$ cat src/rtl/snd_pkg.sv
// rtl/snd_pkg.sv - shared types and defaults for the command sequencer
// Holds the sequencer state enum and the default response terminator byte.
package snd_pkg;

    typedef enum logic [2:0] {
        IDLE,
        FETCH,
        XMIT,
        WAIT_TX,
        WAIT_RESP
    } state_e;

    localparam logic [7:0] TERM_DEFAULT = 8'h0A;

endpackage

$ cat src/rtl/resp_timer.sv
// rtl/resp_timer.sv - response inactivity timer
// Ports:
//   clk, rst  : clock, synchronous active-high reset
//   clr       : zero the count (priority over en)
//   en        : count one cycle
//   expired   : count has reached TIMEOUT-1 while enabled
module resp_timer #(
    parameter int unsigned TIMEOUT = 2_500_000
) (
    input  logic clk,
    input  logic rst,
    input  logic clr,
    input  logic en,
    output logic expired
);

    localparam logic [23:0] LAST = 24'(TIMEOUT - 1);

    logic [23:0] cnt_q;
    logic [23:0] cnt_d;

    always_comb begin
        cnt_d = cnt_q;
        if (clr) begin
            cnt_d = '0;
        end else if (en) begin
            cnt_d = cnt_q + 24'd1;
        end
    end

    always_ff @(posedge clk) begin
        if (rst) begin
            cnt_q <= '0;
        end else begin
            cnt_q <= cnt_d;
        end
    end

    assign expired = en && (cnt_q == LAST);

endmodule

$ cat src/rtl/snd_cmd_seq.sv
// rtl/snd_cmd_seq.sv - sends a ROM-resident command over UART and awaits a terminated response
// Ports:
//   clk, rst             : clock, synchronous active-high reset
//   send/cmd_start/cmd_len : command request (ignored unless idle and len != 0)
//   rom_addr/rom_dout    : synchronous ROM read port (data one cycle after address)
//   trmt/tx_data/tx_done : UART transmit strobe, byte, and byte-done flag
//   rx_rdy/rx_data/clr_rx_rdy : UART receive flag, byte, and acknowledge
//   busy, resp_rcvd, cmd_err, retry_cnt : status
module snd_cmd_seq
    import snd_pkg::*;
#(
    parameter int unsigned ADDR_W    = 5,
    parameter int unsigned LEN_W     = 4,
    parameter logic [7:0]  TERM      = TERM_DEFAULT,
    parameter int unsigned TIMEOUT   = 2_500_000,
    parameter int unsigned MAX_RETRY = 2
) (
    input  logic              clk,
    input  logic              rst,
    input  logic              send,
    input  logic [ADDR_W-1:0] cmd_start,
    input  logic [LEN_W-1:0]  cmd_len,
    output logic [ADDR_W-1:0] rom_addr,
    input  logic [7:0]        rom_dout,
    output logic              trmt,
    output logic [7:0]        tx_data,
    input  logic              tx_done,
    input  logic              rx_rdy,
    input  logic [7:0]        rx_data,
    output logic              clr_rx_rdy,
    output logic              busy,
    output logic              resp_rcvd,
    output logic              cmd_err,
    output logic [2:0]        retry_cnt
);

    localparam logic [2:0] MAX_RETRY_C = 3'(MAX_RETRY);

    state_e            state_q, state_d;
    logic [ADDR_W-1:0] start_q, start_d;
    logic [LEN_W-1:0]  len_q, len_d;
    logic [ADDR_W-1:0] addr_q, addr_d;
    logic [LEN_W-1:0]  left_q, left_d;
    logic [2:0]        retry_q, retry_d;

    logic expired;
    logic term_seen;
    logic timed_out;
    logic retry_ok;

    // Any received byte restarts the inactivity window; outside WAIT_RESP
    // the timer is held at zero so it starts fresh on entry.
    resp_timer #(
        .TIMEOUT(TIMEOUT)
    ) u_timer (
        .clk    (clk),
        .rst    (rst),
        .clr    ((state_q != WAIT_RESP) || rx_rdy),
        .en     (state_q == WAIT_RESP),
        .expired(expired)
    );

    // A terminator in the expiry cycle wins over the timeout.
    assign term_seen = (state_q == WAIT_RESP) && rx_rdy && (rx_data == TERM);
    assign timed_out = (state_q == WAIT_RESP) && expired && !rx_rdy;
    assign retry_ok  = (retry_q < MAX_RETRY_C);

    always_ff @(posedge clk) begin
        if (rst) begin
            state_q <= IDLE;
            start_q <= '0;
            len_q   <= '0;
            addr_q  <= '0;
            left_q  <= '0;
            retry_q <= '0;
        end else begin
            state_q <= state_d;
            start_q <= start_d;
            len_q   <= len_d;
            addr_q  <= addr_d;
            left_q  <= left_d;
            retry_q <= retry_d;
        end
    end

    always_comb begin
        state_d = state_q;
        start_d = start_q;
        len_d   = len_q;
        addr_d  = addr_q;
        left_d  = left_q;
        retry_d = retry_q;
        case (state_q)
            IDLE: begin
                if (send && (cmd_len != '0)) begin
                    start_d = cmd_start;
                    len_d   = cmd_len;
                    addr_d  = cmd_start;
                    left_d  = cmd_len;
                    retry_d = '0;
                    state_d = FETCH;
                end
            end
            FETCH: state_d = XMIT;
            XMIT: begin
                addr_d  = addr_q + 1'b1;
                left_d  = left_q - 1'b1;
                state_d = WAIT_TX;
            end
            WAIT_TX: begin
                if (tx_done) begin
                    state_d = (left_q != '0) ? XMIT : WAIT_RESP;
                end
            end
            WAIT_RESP: begin
                if (term_seen) begin
                    state_d = IDLE;
                end else if (timed_out) begin
                    if (retry_ok) begin
                        retry_d = retry_q + 3'd1;
                        addr_d  = start_q;
                        left_d  = len_q;
                        state_d = FETCH;
                    end else begin
                        state_d = IDLE;
                    end
                end
            end
            default: state_d = IDLE;
        endcase
    end

    // Outputs are forced quiet while rst is high, even in the first reset
    // cycle before the registers have been cleared.
    always_comb begin
        rom_addr   = addr_q;
        trmt       = (state_q == XMIT);
        tx_data    = (state_q == XMIT) ? rom_dout : 8'h00;
        busy       = (state_q != IDLE);
        resp_rcvd  = term_seen;
        cmd_err    = timed_out && !retry_ok;
        retry_cnt  = retry_q;
        clr_rx_rdy = rx_rdy;
        if (rst) begin
            rom_addr  = '0;
            trmt      = 1'b0;
            tx_data   = 8'h00;
            busy      = 1'b0;
            resp_rcvd = 1'b0;
            cmd_err   = 1'b0;
            retry_cnt = 3'd0;
        end
    end

endmodule

$ cat config.mk
export PLATFORM = sky130hd
export DESIGN_NAME = snd_cmd_seq
export DESIGN_NICKNAME = d
export VERILOG_FILES = /design/src/rtl/snd_pkg.sv /design/src/rtl/resp_timer.sv /design/src/rtl/snd_cmd_seq.sv
export SDC_FILE = /design/constraint.sdc
export NUM_CORES = 1
export LEC_CHECK = 0
export CELL_PAD_IN_SITES_DETAIL_PLACEMENT = 0
export CELL_PAD_IN_SITES_GLOBAL_PLACEMENT = 1
export CORE_MARGIN = 2
export CORE_UTILIZATION = 41
export DETAILED_ROUTE_END_ITERATION = 6
export HOLD_SLACK_MARGIN = 0.05
export PLACE_DENSITY_LB_ADDON = 0.1
export SYNTH_ARGS = -nofsm -noshare
export SYNTH_HDL_FRONTEND = slang
export SYNTH_SLANG_ARGS = --single-unit
export TNS_END_PERCENT = 10
$ cat constraint.sdc
create_clock -name clk -period 4.59 [get_ports clk]
set_input_delay 0.918 -clock clk [delete_from_list [all_inputs] [get_ports clk]]
set_output_delay 0.918 -clock clk [all_outputs]
set_load 0.1 [all_outputs]
==> run_summary.xml, run 1 <==
<?xml version="1.0" encoding="UTF-8"?>
<metrics>
  <group name="outcome">
    <metric name="run_status" unit="">complete, no violations</metric>
  </group>
  <group name="yosys">
    <metric name="yosysMostFrequentCell" unit="">sky130_fd_sc_hd__nor2_1</metric>
    <metric name="yosysTopAreaCell" unit="">sky130_fd_sc_hd__dfxtp_1</metric>
    <metric name="synthArstFlopShare" unit="%">0</metric>
    <metric name="synth-seq-cells" unit="">48</metric>
    <metric name="synth_top_flop_cell" unit="">sky130_fd_sc_hd__dfxtp_1</metric>
    <metric name="synthDistinctLibCells" unit="">50</metric>
    <metric name="syn-cell-area" unit="µm²">2666</metric>
    <metric name="synth_enable_flop_cells" unit="">0</metric>
    <metric name="ys_warn_count" unit="">0</metric>
    <metric name="synthTopCellsByCount" unit="">sky130_fd_sc_hd__nor2_1, sky130_fd_sc_hd__dfxtp_1, sky130_fd_sc_hd__nand2_1</metric>
    <metric name="syn_avg_cell_area" unit="µm²">8.204</metric>
    <metric name="yosys-top-cells-area" unit="">sky130_fd_sc_hd__dfxtp_1, sky130_fd_sc_hd__nor2_1, sky130_fd_sc_hd__xnor2_1</metric>
    <metric name="synth_sequential_area_ratio" unit="%">36.04</metric>
    <metric name="post_syn_nets" unit="">360</metric>
    <metric name="post-synth-top-area-fraction" unit="%">36.04</metric>
    <metric name="postSynthCellCount" unit="">325</metric>
  </group>
  <group name="sta">
    <metric name="max_freq" unit="MHz">292.8</metric>
    <metric name="slew_violations" unit="">0</metric>
    <metric name="rsz0062_at_grt" unit="">no</metric>
    <metric name="final_hold_viol_count" unit="">0</metric>
    <metric name="timing.final.ws_setup" unit="ps">1175</metric>
    <metric name="max-slew-margin-rel" unit="%">48.00</metric>
    <metric name="worst_hold_slack" unit="ps">448.0</metric>
    <metric name="period_needed" unit="ps">3415</metric>
    <metric name="setup_viol_count_final" unit="">0</metric>
    <metric name="finClkSkew" unit="ps">6.025</metric>
    <metric name="final.period_utilization" unit="%">74.41</metric>
    <metric name="max_slew.worst_pin.slew" unit="ps">778.9</metric>
    <metric name="fin_tns_setup" unit="ps">0</metric>
  </group>
  <group name="clock_tree">
    <metric name="cts.clk_slew.worst_paths" unit="ps">90</metric>
    <metric name="cts.hold.buffers_added" unit="">0</metric>
    <metric name="cts_buffer_depth" unit="">2</metric>
    <metric name="ctsResizeCount" unit="">0</metric>
    <metric name="numCtsBuffers" unit="">5</metric>
    <metric name="cts_setup_buffers" unit="">0</metric>
    <metric name="cts_num_sinks" unit="">48</metric>
    <metric name="root_buffer" unit="">sky130_fd_sc_hd__clkbuf_8</metric>
    <metric name="htreeDepth" unit="">2</metric>
    <metric name="cts_tree" unit="">yes</metric>
    <metric name="insertion_delay" unit="ps">300</metric>
  </group>
  <group name="global_route">
    <metric name="grt_first_pass_wirelength" unit="mm">11.49</metric>
    <metric name="grt_start_max_net_pins" unit="">33</metric>
    <metric name="grt.total_usage" unit="%">19.50</metric>
    <metric name="global_route.overflow_total" unit="">0</metric>
    <metric name="first_global_vias" unit="">2398</metric>
    <metric name="antenna_found_initial" unit="">0</metric>
  </group>
  <group name="power">
    <metric name="comb_power_share" unit="%">24.9</metric>
    <metric name="clockPowerShare" unit="%">27.6</metric>
    <metric name="leakage_power_of_the_design" unit="µW">0.001222</metric>
    <metric name="power.ir.vdd_worst" unit="mV">0.1861</metric>
    <metric name="internal-power" unit="µW">652.6</metric>
    <metric name="power.density" unit="nW/µm²">287.5</metric>
    <metric name="p_sw" unit="µW">315.8</metric>
    <metric name="netSwitchingFraction" unit="%">32.61</metric>
    <metric name="seqPwrFrac" unit="%">47.5</metric>
  </group>
  <group name="layout">
    <metric name="area_growth_syn_to_fin" unit="%">26.33</metric>
    <metric name="post_route_insts_no_fill" unit="">446</metric>
    <metric name="antenna_cells_inserted" unit="">0</metric>
    <metric name="final.fill_count" unit="">618</metric>
    <metric name="ff_latch_area" unit="µm²">960.9</metric>
    <metric name="final_layout_size_suffix_gt1_share" unit="%">11.65</metric>
    <metric name="final_cell_area" unit="µm²">3368</metric>
    <metric name="area_used_by_multi_input_combinational_logic" unit="µm²">1597</metric>
    <metric name="post_layout_nets" unit="">403</metric>
  </group>
  <group name="drt">
    <metric name="detailroute.via_count" unit="">2459</metric>
    <metric name="drc_errors" unit="">0</metric>
    <metric name="drtPass1Iterations" unit="">4</metric>
    <metric name="wire_per_inst" unit="µm">14.77</metric>
    <metric name="ant_nets" unit="">0</metric>
    <metric name="drt_iter0_drc" unit="">139</metric>
    <metric name="route.final.wire_length" unit="mm">6.588</metric>
    <metric name="detail_route.vias_per_cell" unit="">5.513</metric>
  </group>
  <group name="placed_design">
    <metric name="gp_routability_congestion" unit="">0.7833</metric>
    <metric name="placedInstanceArea" unit="µm²">3274</metric>
    <metric name="dp.final_hpwl" unit="mm">4.633</metric>
    <metric name="dp.cells" unit="">438</metric>
    <metric name="place_ws" unit="ps">1204</metric>
    <metric name="port_buffers" unit="">50</metric>
  </group>
  <group name="worst_setup_path">
    <metric name="critical_path_arrival" unit="ps">2500</metric>
    <metric name="cp-start-kind" unit="">register</metric>
    <metric name="worst-setup-path-type" unit="">reg2out</metric>
    <metric name="cp.required" unit="ps">3670</metric>
    <metric name="worst-path-max-fanout" unit="">23</metric>
    <metric name="worst_setup_path_end_kind" unit="">output port</metric>
  </group>
  <group name="die">
    <metric name="die_height" unit="µm">84.64</metric>
    <metric name="io-pin-count" unit="">51</metric>
    <metric name="starting_density_of_the_core" unit="%">42.23</metric>
    <metric name="floorplan.core_area" unit="µm²">6314</metric>
    <metric name="rows" unit="">29</metric>
    <metric name="design.die.area" unit="µm²">7164</metric>
    <metric name="die_width" unit="µm">84.64</metric>
  </group>
  <group name="worst_hold_path">
    <metric name="hold_path_class" unit="">reg2reg</metric>
  </group>
  <group name="flow_run">
    <metric name="drv.max_cap_violation_count" unit="">0</metric>
  </group>
</metrics>
-- placed cells by master, fill, tap and decap left out, drive strengths merged, types with 3 or more instances in the layout --
master / Yosys / layout
nand4: 4 / 4
o22ai: 6 / 6
and3: 8 / 8
and2: 8 / 8
nor2: 51 / 51
nor4: 11 / 11
o21a: 3 / 3
o31ai: 4 / 4
a21oi: 7 / 7
mux2i: 9 / 9
o41ai: 3 / 3
nor4b: 4 / 4
o221ai: 6 / 6
buf: 8 / 25
nand3: 9 / 9
a31oi: 4 / 4
nor3: 11 / 11
nor2b: 9 / 9
nor3b: 3 / 3
dfxtp: 48 / 48
inv: 7 / 7
o211ai: 6 / 6
nand2: 21 / 21
or3: 5 / 5
ha: 5 / 5
clkdlybuf4s50: 0 / 29
xor2: 9 / 9
clkbuf: 10 / 7
xnor2: 15 / 15
o21ai: 16 / 16
-- metrics by stage --
stage | utilization, % | total power (µW)
after global placement | 51.86 | 710.4
after global routing | 53.35 | 1015
after CTS | 53.35 | 979.4
after detailed placement | 51.86 | 710.5
final | 53.35 | 968.4
after floorplan | - | 633.0
-- metal layers --
| metal | share of wire [%] | global-route usage, % | wire [µm] | vias up |
|---|---|---|---|---|
| met1 | 48 | 26.05 | 3172 | 1154 |
| met2 | 46 | 32.14 | 3062 | 46 |
| met4 | 1.6 | 6.061 | 103 | 0 |
| li1 | - | - | - | 1250 |
| met3 | 3.8 | 3.441 | 250 | 9 |
| met5 | 0 | 0 | 0 | - |
-- sequential cells by signal, summed over array words and instances (netlist names) --
name / cells
start_q: 5
retry_q: 3
addr_q: 5
len_q: 4
u_timer.cnt_q: 24
left_q: 4
state_q: 3
-- cell families (layout without fill, tap and decap cells) --
logic type                 count (synthesis)  after routing  synth area share (%)
AOI/OAI and AO/OA                         62             62                 16.38
xor gates and xnor gates                  24             24                 7.884
adders and majority gates                  5              5                 2.346
buffers and inverters                     26             70                 4.271
DFF                                       48             48                 36.04
muxes                                      9              9                 3.379
and+or+nand+nor                          151            151                 29.70
-- critical path: stages, from the launching register on --
cell and delay [ps]:
sky130_fd_sc_hd__dfxtp_1 840, sky130_fd_sc_hd__nand2b_1 430, sky130_fd_sc_hd__nor3_2 490, sky130_fd_sc_hd__and2_1 250
sky130_fd_sc_hd__buf_12 180
-- power by group through the flow --
| stage | clock network (µW) | registers (µW) | logic, µW |
|---|---|---|---|
| final | 267 | 460 | 241 |
| after global routing | 291 | 464 | 260 |
| after CTS | 278 | 460 | 242 |
| after detailed placement | 0 | 469 | 241 |
| after global placement | 0 | 469 | 241 |
| after floorplan | 0 | 457 | 176 |
-- layout make-up --
cell class | instances | area share (%)
Sequential cell | 48 | 28.53
Multi-Input combinational cell | 251 | 47.40
Timing Repair Buffer | 54 | 17.53
Inverter | 8 | 0.8915
Clock buffer | 7 | 2.563
Tap cell | 77 | 2.860
Clock inverter | 1 | 0.2229
-- final timing paths --
kind / start / endpoint / slack, ps / cells past startpoint
min: u_timer.cnt_q[0] / u_timer.cnt_q[0] / 450 / 1
max: state_q[1] / tx_data[1] / 1170 / 4
min reg2reg: u_timer.cnt_q[0] / u_timer.cnt_q[0] / 450 / 1
max reg2reg: state_q[1] / addr_q[1] / 2170 / 5
Power figures use the tool's default switching activity.
==> run 2: changes to the inputs <==
- CORE_UTILIZATION: 41 -> 35
- clock period: 4.59 -> 3.05 ns (I/O delays scaled with it)
==> run_summary.xml, run 2 (same netlist as run 1, synthesis figures left out) <==
<?xml version="1.0" encoding="UTF-8"?>
<metrics>
  <group name="clock_tree">
    <metric name="numCtsBuffers" unit="">5</metric>
    <metric name="ctsResizeCount" unit="">0</metric>
    <metric name="cts_buffer_depth" unit="">2</metric>
    <metric name="insertion_delay" unit="ps">300</metric>
    <metric name="cts_tree" unit="">yes</metric>
    <metric name="root_buffer" unit="">sky130_fd_sc_hd__clkbuf_8</metric>
    <metric name="cts_num_sinks" unit="">48</metric>
    <metric name="cts_setup_buffers" unit="">0</metric>
    <metric name="htreeDepth" unit="">2</metric>
    <metric name="cts.hold.buffers_added" unit="">0</metric>
    <metric name="cts.clk_slew.worst_paths" unit="ps">90</metric>
  </group>
  <group name="worst_setup_path">
    <metric name="max_stage_delay" unit="ps">470</metric>
    <metric name="worst_setup_path_end_kind" unit="">output port</metric>
    <metric name="worst_path_cell_chain" unit="">nand2b_1 -&gt; nor3_2 -&gt; and2_1 -&gt; buf_12</metric>
    <metric name="worst-path-max-fanout" unit="">11</metric>
    <metric name="rr_startpoint" unit="">state_q[0]</metric>
    <metric name="crit_reg_reg_endpoint" unit="">u_timer.cnt_q[21]</metric>
    <metric name="slowest_stage" unit="">sky130_fd_sc_hd__nor3_2</metric>
    <metric name="worst-setup-path-type" unit="">reg2out</metric>
    <metric name="cp.required" unit="ps">2440</metric>
    <metric name="r2r_slack" unit="ps">670</metric>
    <metric name="critical_path_arrival" unit="ps">2070</metric>
    <metric name="cp-start-kind" unit="">register</metric>
    <metric name="ff2ff_path_depth" unit="">5</metric>
  </group>
  <group name="layout">
    <metric name="mostFrequentLayoutCell" unit="">sky130_fd_sc_hd__nor2_1</metric>
    <metric name="final.fill_count" unit="">730</metric>
    <metric name="post_route_insts_no_fill" unit="">470</metric>
    <metric name="post-route-util" unit="%">49.22</metric>
    <metric name="final_cell_mix" unit="">sky130_fd_sc_hd__nor2_1, sky130_fd_sc_hd__dfxtp_1, sky130_fd_sc_hd__clkdlybuf4s50_1</metric>
    <metric name="final_layout_size_suffix_gt1_share" unit="%">12.67</metric>
    <metric name="largest_register_ffs" unit="">24</metric>
    <metric name="post_layout_nets" unit="">406</metric>
    <metric name="registers_with_the_most_flip_flops" unit="">u_timer.cnt_q x24, addr_q x5, start_q x5</metric>
    <metric name="antenna_cells_inserted" unit="">0</metric>
    <metric name="area_growth_syn_to_fin" unit="%">35.34</metric>
    <metric name="registers.top_by_ff_count" unit="">u_timer.cnt_q</metric>
  </group>
  <group name="flow_run">
    <metric name="drv.max_cap_violation_count" unit="">0</metric>
  </group>
  <group name="power">
    <metric name="report.power.total" unit="µW">1632</metric>
    <metric name="power.density" unit="nW/µm²">452.4</metric>
    <metric name="power.ir.vdd_worst" unit="mV">0.1890</metric>
    <metric name="leakage_power_of_the_design" unit="µW">0.001292</metric>
  </group>
  <group name="drt">
    <metric name="drt_iter0_drc" unit="">134</metric>
    <metric name="drc_errors" unit="">0</metric>
    <metric name="detailroute.via_count" unit="">2497</metric>
    <metric name="ant_nets" unit="">0</metric>
    <metric name="detail_route.vias_per_cell" unit="">5.313</metric>
    <metric name="wire_per_inst" unit="µm">14.84</metric>
    <metric name="drtPass1Iterations" unit="">4</metric>
    <metric name="route.final.wire_length" unit="mm">6.977</metric>
  </group>
  <group name="worst_hold_path">
    <metric name="hold_depth" unit="">1</metric>
    <metric name="whs_endpoint" unit="">u_timer.cnt_q[0]</metric>
    <metric name="start_point_of_the_worst_min_delay_path" unit="">u_timer.cnt_q[0]</metric>
    <metric name="hold_path_class" unit="">reg2reg</metric>
  </group>
  <group name="sta">
    <metric name="max_slew.worst_pin.slew" unit="ps">583.7</metric>
    <metric name="max-slew-margin-rel" unit="%">60.92</metric>
    <metric name="final.period_utilization" unit="%">87.92</metric>
    <metric name="rsz0062_at_grt" unit="">no</metric>
    <metric name="period_needed" unit="ps">2682</metric>
    <metric name="final_hold_viol_count" unit="">0</metric>
    <metric name="setup_viol_count_final" unit="">0</metric>
    <metric name="slew_violations" unit="">0</metric>
    <metric name="finClkSkew" unit="ps">3.429</metric>
    <metric name="max_freq" unit="MHz">372.9</metric>
  </group>
  <group name="placed_design">
    <metric name="dp.final_hpwl" unit="mm">4.949</metric>
    <metric name="port_buffers" unit="">50</metric>
    <metric name="gp_routability_congestion" unit="">0.7590</metric>
    <metric name="dp.cells" unit="">463</metric>
  </group>
  <group name="global_route">
    <metric name="grt.total_usage" unit="%">17.14</metric>
    <metric name="antenna_found_initial" unit="">0</metric>
    <metric name="grt_first_pass_wirelength" unit="mm">11.67</metric>
    <metric name="global_route.overflow_total" unit="">0</metric>
    <metric name="first_global_vias" unit="">2365</metric>
    <metric name="grt_start_max_net_pins" unit="">33</metric>
  </group>
  <group name="outcome">
    <metric name="run_status" unit="">complete, no violations</metric>
  </group>
  <group name="die">
    <metric name="design.die.area" unit="µm²">8332</metric>
    <metric name="io-pin-count" unit="">51</metric>
    <metric name="die_height" unit="µm">91.28</metric>
    <metric name="floorplan.core_area" unit="µm²">7331</metric>
    <metric name="rows" unit="">31</metric>
    <metric name="die_width" unit="µm">91.28</metric>
    <metric name="starting_density_of_the_core" unit="%">36.37</metric>
  </group>
</metrics>
[run 2: cell count changes in the layout (fill, tap and decap cells not counted), sizes merged]
| cell | before | now |
|---|---|---|
| clkbuf | 7 | 5 |
| buf | 25 | 28 |
| bufinv | 0 | 2 |
| clkinvlp | 1 | 0 |
[run 2: final cells by class]
cell class | instances | area, µm² | area share [%]
Inverter | 8 | 30.03 | 0.8322
Clock buffer | 5 | 68.82 | 1.907
Multi-Input combinational cell | 251 | 1602 | 44.38
Tap cell | 99 | 123.9 | 3.433
Timing Repair Buffer | 57 | 763.2 | 21.15
Sequential cell | 48 | 960.9 | 26.63
Clock inverter | 2 | 60.06 | 1.664
[run 2: worst max path at each step]
stage | end | start
2_1_floorplan | tx_data[0] | state_q[0]
4_1_cts | tx_data[1] | state_q[0]
6_report | tx_data[1] | state_q[0]
5_1_grt | tx_data[5] | state_q[0]
3_5_place_dp | cmd_err | rx_rdy
3_3_place_gp | cmd_err | rx_rdy
[run 2: report_power, final]
| group | total (µW) | switching (µW) | leakage, µW | internal (µW) |
|---|---|---|---|---|
| sequential | 687 | 30.6 | 0.000390 | 656 |
| clock | 541 | 219 | 0.0000642 | 323 |
| combinational | 404 | 237 | 0.000838 | 167 |
[run 2: stage by stage]
step / hold slack (ps) / setup WS (ps) / TNS, ps / cell area (µm²)
finish: 451.2 / 368.4 / 0 / 3608
global route: 488.2 / 189.1 / 0 / 3608
CTS: 458.8 / 345.1 / 0 / 3608
detailed placement: 445.2 / 345.6 / 0 / 3480
global placement: 433.3 / 397.3 / 0 / 3480
floorplan: 413.0 / -587.4 / -4700 / 2676
[run 2: critical path, delay by kind of cell (launching register included)]
family	cells	cell delay, ps
AND/OR/NAND/NOR	3	1130
flip-flops	1	450
buffers and inverters	1	180
[run 2: metal layers]
layer  vias up  share of wire (%)  GRT usage (%)
li1       1255                  -              -
met3         2                4.6          3.485
met1      1178                 46          22.58
met2        62                 49          28.58
met4         0               0.32          4.545
met5         -                  0              0
==> run 3: changes to the inputs <==
- CORE_UTILIZATION: 35 -> 41
- clock period: 3.05 -> 3.5 ns (I/O delays scaled with it)
==> run_summary.xml, run 3 (same netlist as run 1, synthesis figures left out) <==
<?xml version="1.0" encoding="UTF-8"?>
<metrics>
  <group name="power">
    <metric name="power.ir.vdd_worst" unit="mV">0.2288</metric>
    <metric name="report.power.total" unit="µW">1348</metric>
    <metric name="leakage_power_of_the_design" unit="µW">0.001278</metric>
    <metric name="power.density" unit="nW/µm²">379.6</metric>
  </group>
  <group name="outcome">
    <metric name="run_status" unit="">complete, no violations</metric>
  </group>
  <group name="drt">
    <metric name="wire_per_inst" unit="µm">14.74</metric>
    <metric name="ant_nets" unit="">0</metric>
    <metric name="route.final.wire_length" unit="mm">6.604</metric>
    <metric name="drt_iter0_drc" unit="">164</metric>
    <metric name="detailroute.via_count" unit="">2445</metric>
    <metric name="drc_errors" unit="">0</metric>
    <metric name="detail_route.vias_per_cell" unit="">5.458</metric>
    <metric name="drtPass1Iterations" unit="">6</metric>
  </group>
  <group name="clock_tree">
    <metric name="numCtsBuffers" unit="">5</metric>
    <metric name="ctsResizeCount" unit="">0</metric>
    <metric name="htreeDepth" unit="">2</metric>
    <metric name="cts_num_sinks" unit="">48</metric>
    <metric name="cts_setup_buffers" unit="">0</metric>
    <metric name="cts_tree" unit="">yes</metric>
    <metric name="insertion_delay" unit="ps">310</metric>
    <metric name="cts.hold.buffers_added" unit="">0</metric>
    <metric name="cts_buffer_depth" unit="">2</metric>
    <metric name="root_buffer" unit="">sky130_fd_sc_hd__clkbuf_8</metric>
    <metric name="cts.clk_slew.worst_paths" unit="ps">90</metric>
  </group>
  <group name="placed_design">
    <metric name="place_ws" unit="ps">564.6</metric>
    <metric name="port_buffers" unit="">50</metric>
    <metric name="dp.final_hpwl" unit="mm">4.687</metric>
    <metric name="gp_routability_congestion" unit="">0.7854</metric>
    <metric name="dp.cells" unit="">440</metric>
  </group>
  <group name="worst_setup_path">
    <metric name="crit_reg_reg_endpoint" unit="">u_timer.cnt_q[21]</metric>
    <metric name="worst_setup_path_end_kind" unit="">output port</metric>
    <metric name="ff2ff_path_depth" unit="">6</metric>
    <metric name="critical_path_arrival" unit="ps">2260</metric>
    <metric name="rr_startpoint" unit="">state_q[1]</metric>
    <metric name="r2r_slack" unit="ps">1200</metric>
    <metric name="cp.required" unit="ps">2800</metric>
    <metric name="worst-path-max-fanout" unit="">23</metric>
    <metric name="cp-start-kind" unit="">register</metric>
    <metric name="cp-endpoint" unit="">tx_data[7]</metric>
    <metric name="worstSetupStartpoint" unit="">state_q[1]</metric>
    <metric name="worst-setup-path-type" unit="">reg2out</metric>
  </group>
  <group name="global_route">
    <metric name="grt_first_pass_wirelength" unit="mm">11.10</metric>
    <metric name="grt_start_max_net_pins" unit="">31</metric>
    <metric name="grt.met3_usage" unit="%">2.950</metric>
    <metric name="grt_util_met2" unit="%">30.92</metric>
    <metric name="first_global_vias" unit="">2361</metric>
    <metric name="global_route.overflow_total" unit="">0</metric>
    <metric name="antenna_found_initial" unit="">0</metric>
    <metric name="grt_most_used_layer" unit="">met2</metric>
    <metric name="grt.total_usage" unit="%">18.79</metric>
    <metric name="global_route_met1_usage" unit="%">25.26</metric>
  </group>
  <group name="sta">
    <metric name="fin_tns_setup" unit="ps">0</metric>
    <metric name="max_freq" unit="MHz">338.3</metric>
    <metric name="slew_violations" unit="">0</metric>
    <metric name="finClkSkew" unit="ps">10.31</metric>
    <metric name="final.period_utilization" unit="%">84.45</metric>
    <metric name="rsz0062_at_grt" unit="">no</metric>
    <metric name="period_needed" unit="ps">2956</metric>
    <metric name="final_hold_viol_count" unit="">0</metric>
    <metric name="setup_viol_count_final" unit="">0</metric>
    <metric name="max-slew-margin-rel" unit="%">47.46</metric>
    <metric name="max_slew.worst_pin.slew" unit="ps">786.1</metric>
    <metric name="timing.final.ws_setup" unit="ps">544.3</metric>
  </group>
  <group name="flow_run">
    <metric name="drv.max_cap_violation_count" unit="">0</metric>
  </group>
  <group name="worst_hold_path">
    <metric name="hold_path_class" unit="">reg2reg</metric>
  </group>
  <group name="layout">
    <metric name="area_growth_syn_to_fin" unit="%">33.22</metric>
    <metric name="ff_latch_area" unit="µm²">960.9</metric>
    <metric name="final.fill_count" unit="">597</metric>
    <metric name="post_layout_nets" unit="">405</metric>
    <metric name="antenna_cells_inserted" unit="">0</metric>
    <metric name="largest_register_ffs" unit="">24</metric>
    <metric name="registers.top_by_ff_count" unit="">u_timer.cnt_q</metric>
    <metric name="area_used_by_multi_input_combinational_logic" unit="µm²">1602</metric>
    <metric name="registers_with_the_most_flip_flops" unit="">u_timer.cnt_q x24, addr_q x5, start_q x5</metric>
    <metric name="post-route-util" unit="%">56.26</metric>
    <metric name="final_cell_mix" unit="">sky130_fd_sc_hd__nor2_1, sky130_fd_sc_hd__dfxtp_1, sky130_fd_sc_hd__clkdlybuf4s50_1</metric>
    <metric name="final_layout_size_suffix_gt1_share" unit="%">12.40</metric>
    <metric name="mostFrequentLayoutCell" unit="">sky130_fd_sc_hd__nor2_1</metric>
    <metric name="post_route_insts_no_fill" unit="">448</metric>
  </group>
  <group name="die">
    <metric name="rows" unit="">29</metric>
    <metric name="die_width" unit="µm">84.64</metric>
    <metric name="io-pin-count" unit="">51</metric>
    <metric name="floorplan.core_area" unit="µm²">6314</metric>
    <metric name="die_height" unit="µm">84.64</metric>
    <metric name="design.die.area" unit="µm²">7164</metric>
    <metric name="starting_density_of_the_core" unit="%">42.23</metric>
  </group>
</metrics>
==> run 3: cell count changes in the layout (fill, tap and decap cells not counted), sizes merged <==
cell,before,now
buf,28,27
bufinv,2,1
clkbuf,5,6
clkinv,1,2
==> run 3: layer usage <==
metal  share of wire, %  wire length (µm)
met5                  0                 0
met4                1.4                95
met3                4.5               299
met2                 45              2992
met1                 49              3215
==> run 3: layout make-up <==
cell class / instances / area share, %
Clock inverter: 2 / 0.9863
Tap cell: 77 / 2.712
Multi-Input combinational cell: 251 / 45.09
Sequential cell: 48 / 27.05
Timing Repair Buffer: 56 / 21.28
Inverter: 8 / 0.8454
Clock buffer: 6 / 2.043
==> run 3: stage by stage <==
step | cell area [µm²] | hold slack [ps]
after global routing | 3552 | 472.2
after floorplan | 2676 | 413.0
after global placement | 3445 | 424.6
after CTS | 3552 | 449.4
final | 3552 | 444.3
after detailed placement | 3445 | 436.3
==> run 3: worst min-delay path by stage <==
stage                     start          endpoint  slack (ps)  depth (start not counted)
2_1_floorplan  u_timer.cnt_q[0]  u_timer.cnt_q[0]         410                          1
3_3_place_gp   u_timer.cnt_q[0]  u_timer.cnt_q[0]         420                          1
3_5_place_dp   u_timer.cnt_q[0]  u_timer.cnt_q[0]         440                          1
4_1_cts        u_timer.cnt_q[0]  u_timer.cnt_q[0]         450                          1
5_1_grt        u_timer.cnt_q[0]  u_timer.cnt_q[0]         470                          1
6_report       u_timer.cnt_q[0]  u_timer.cnt_q[0]         440                          1
==> run 3: critical path, stage by stage, from the launching register on <==
cell and delay [ps]:
sky130_fd_sc_hd__dfxtp_1 830, sky130_fd_sc_hd__nand2b_1 120, sky130_fd_sc_hd__buf_4 200, sky130_fd_sc_hd__nor3_2 370, sky130_fd_sc_hd__and2_1 250, sky130_fd_sc_hd__buf_12 180
==> run 3: power breakdown <==
part           switching (µW)  internal (µW)  leakage (µW)  total (µW)
combinational             197            142      0.000833         339
clock                     193            212     0.0000552         406
sequential               32.1            572      0.000390         604
total                     422            926       0.00128        1350
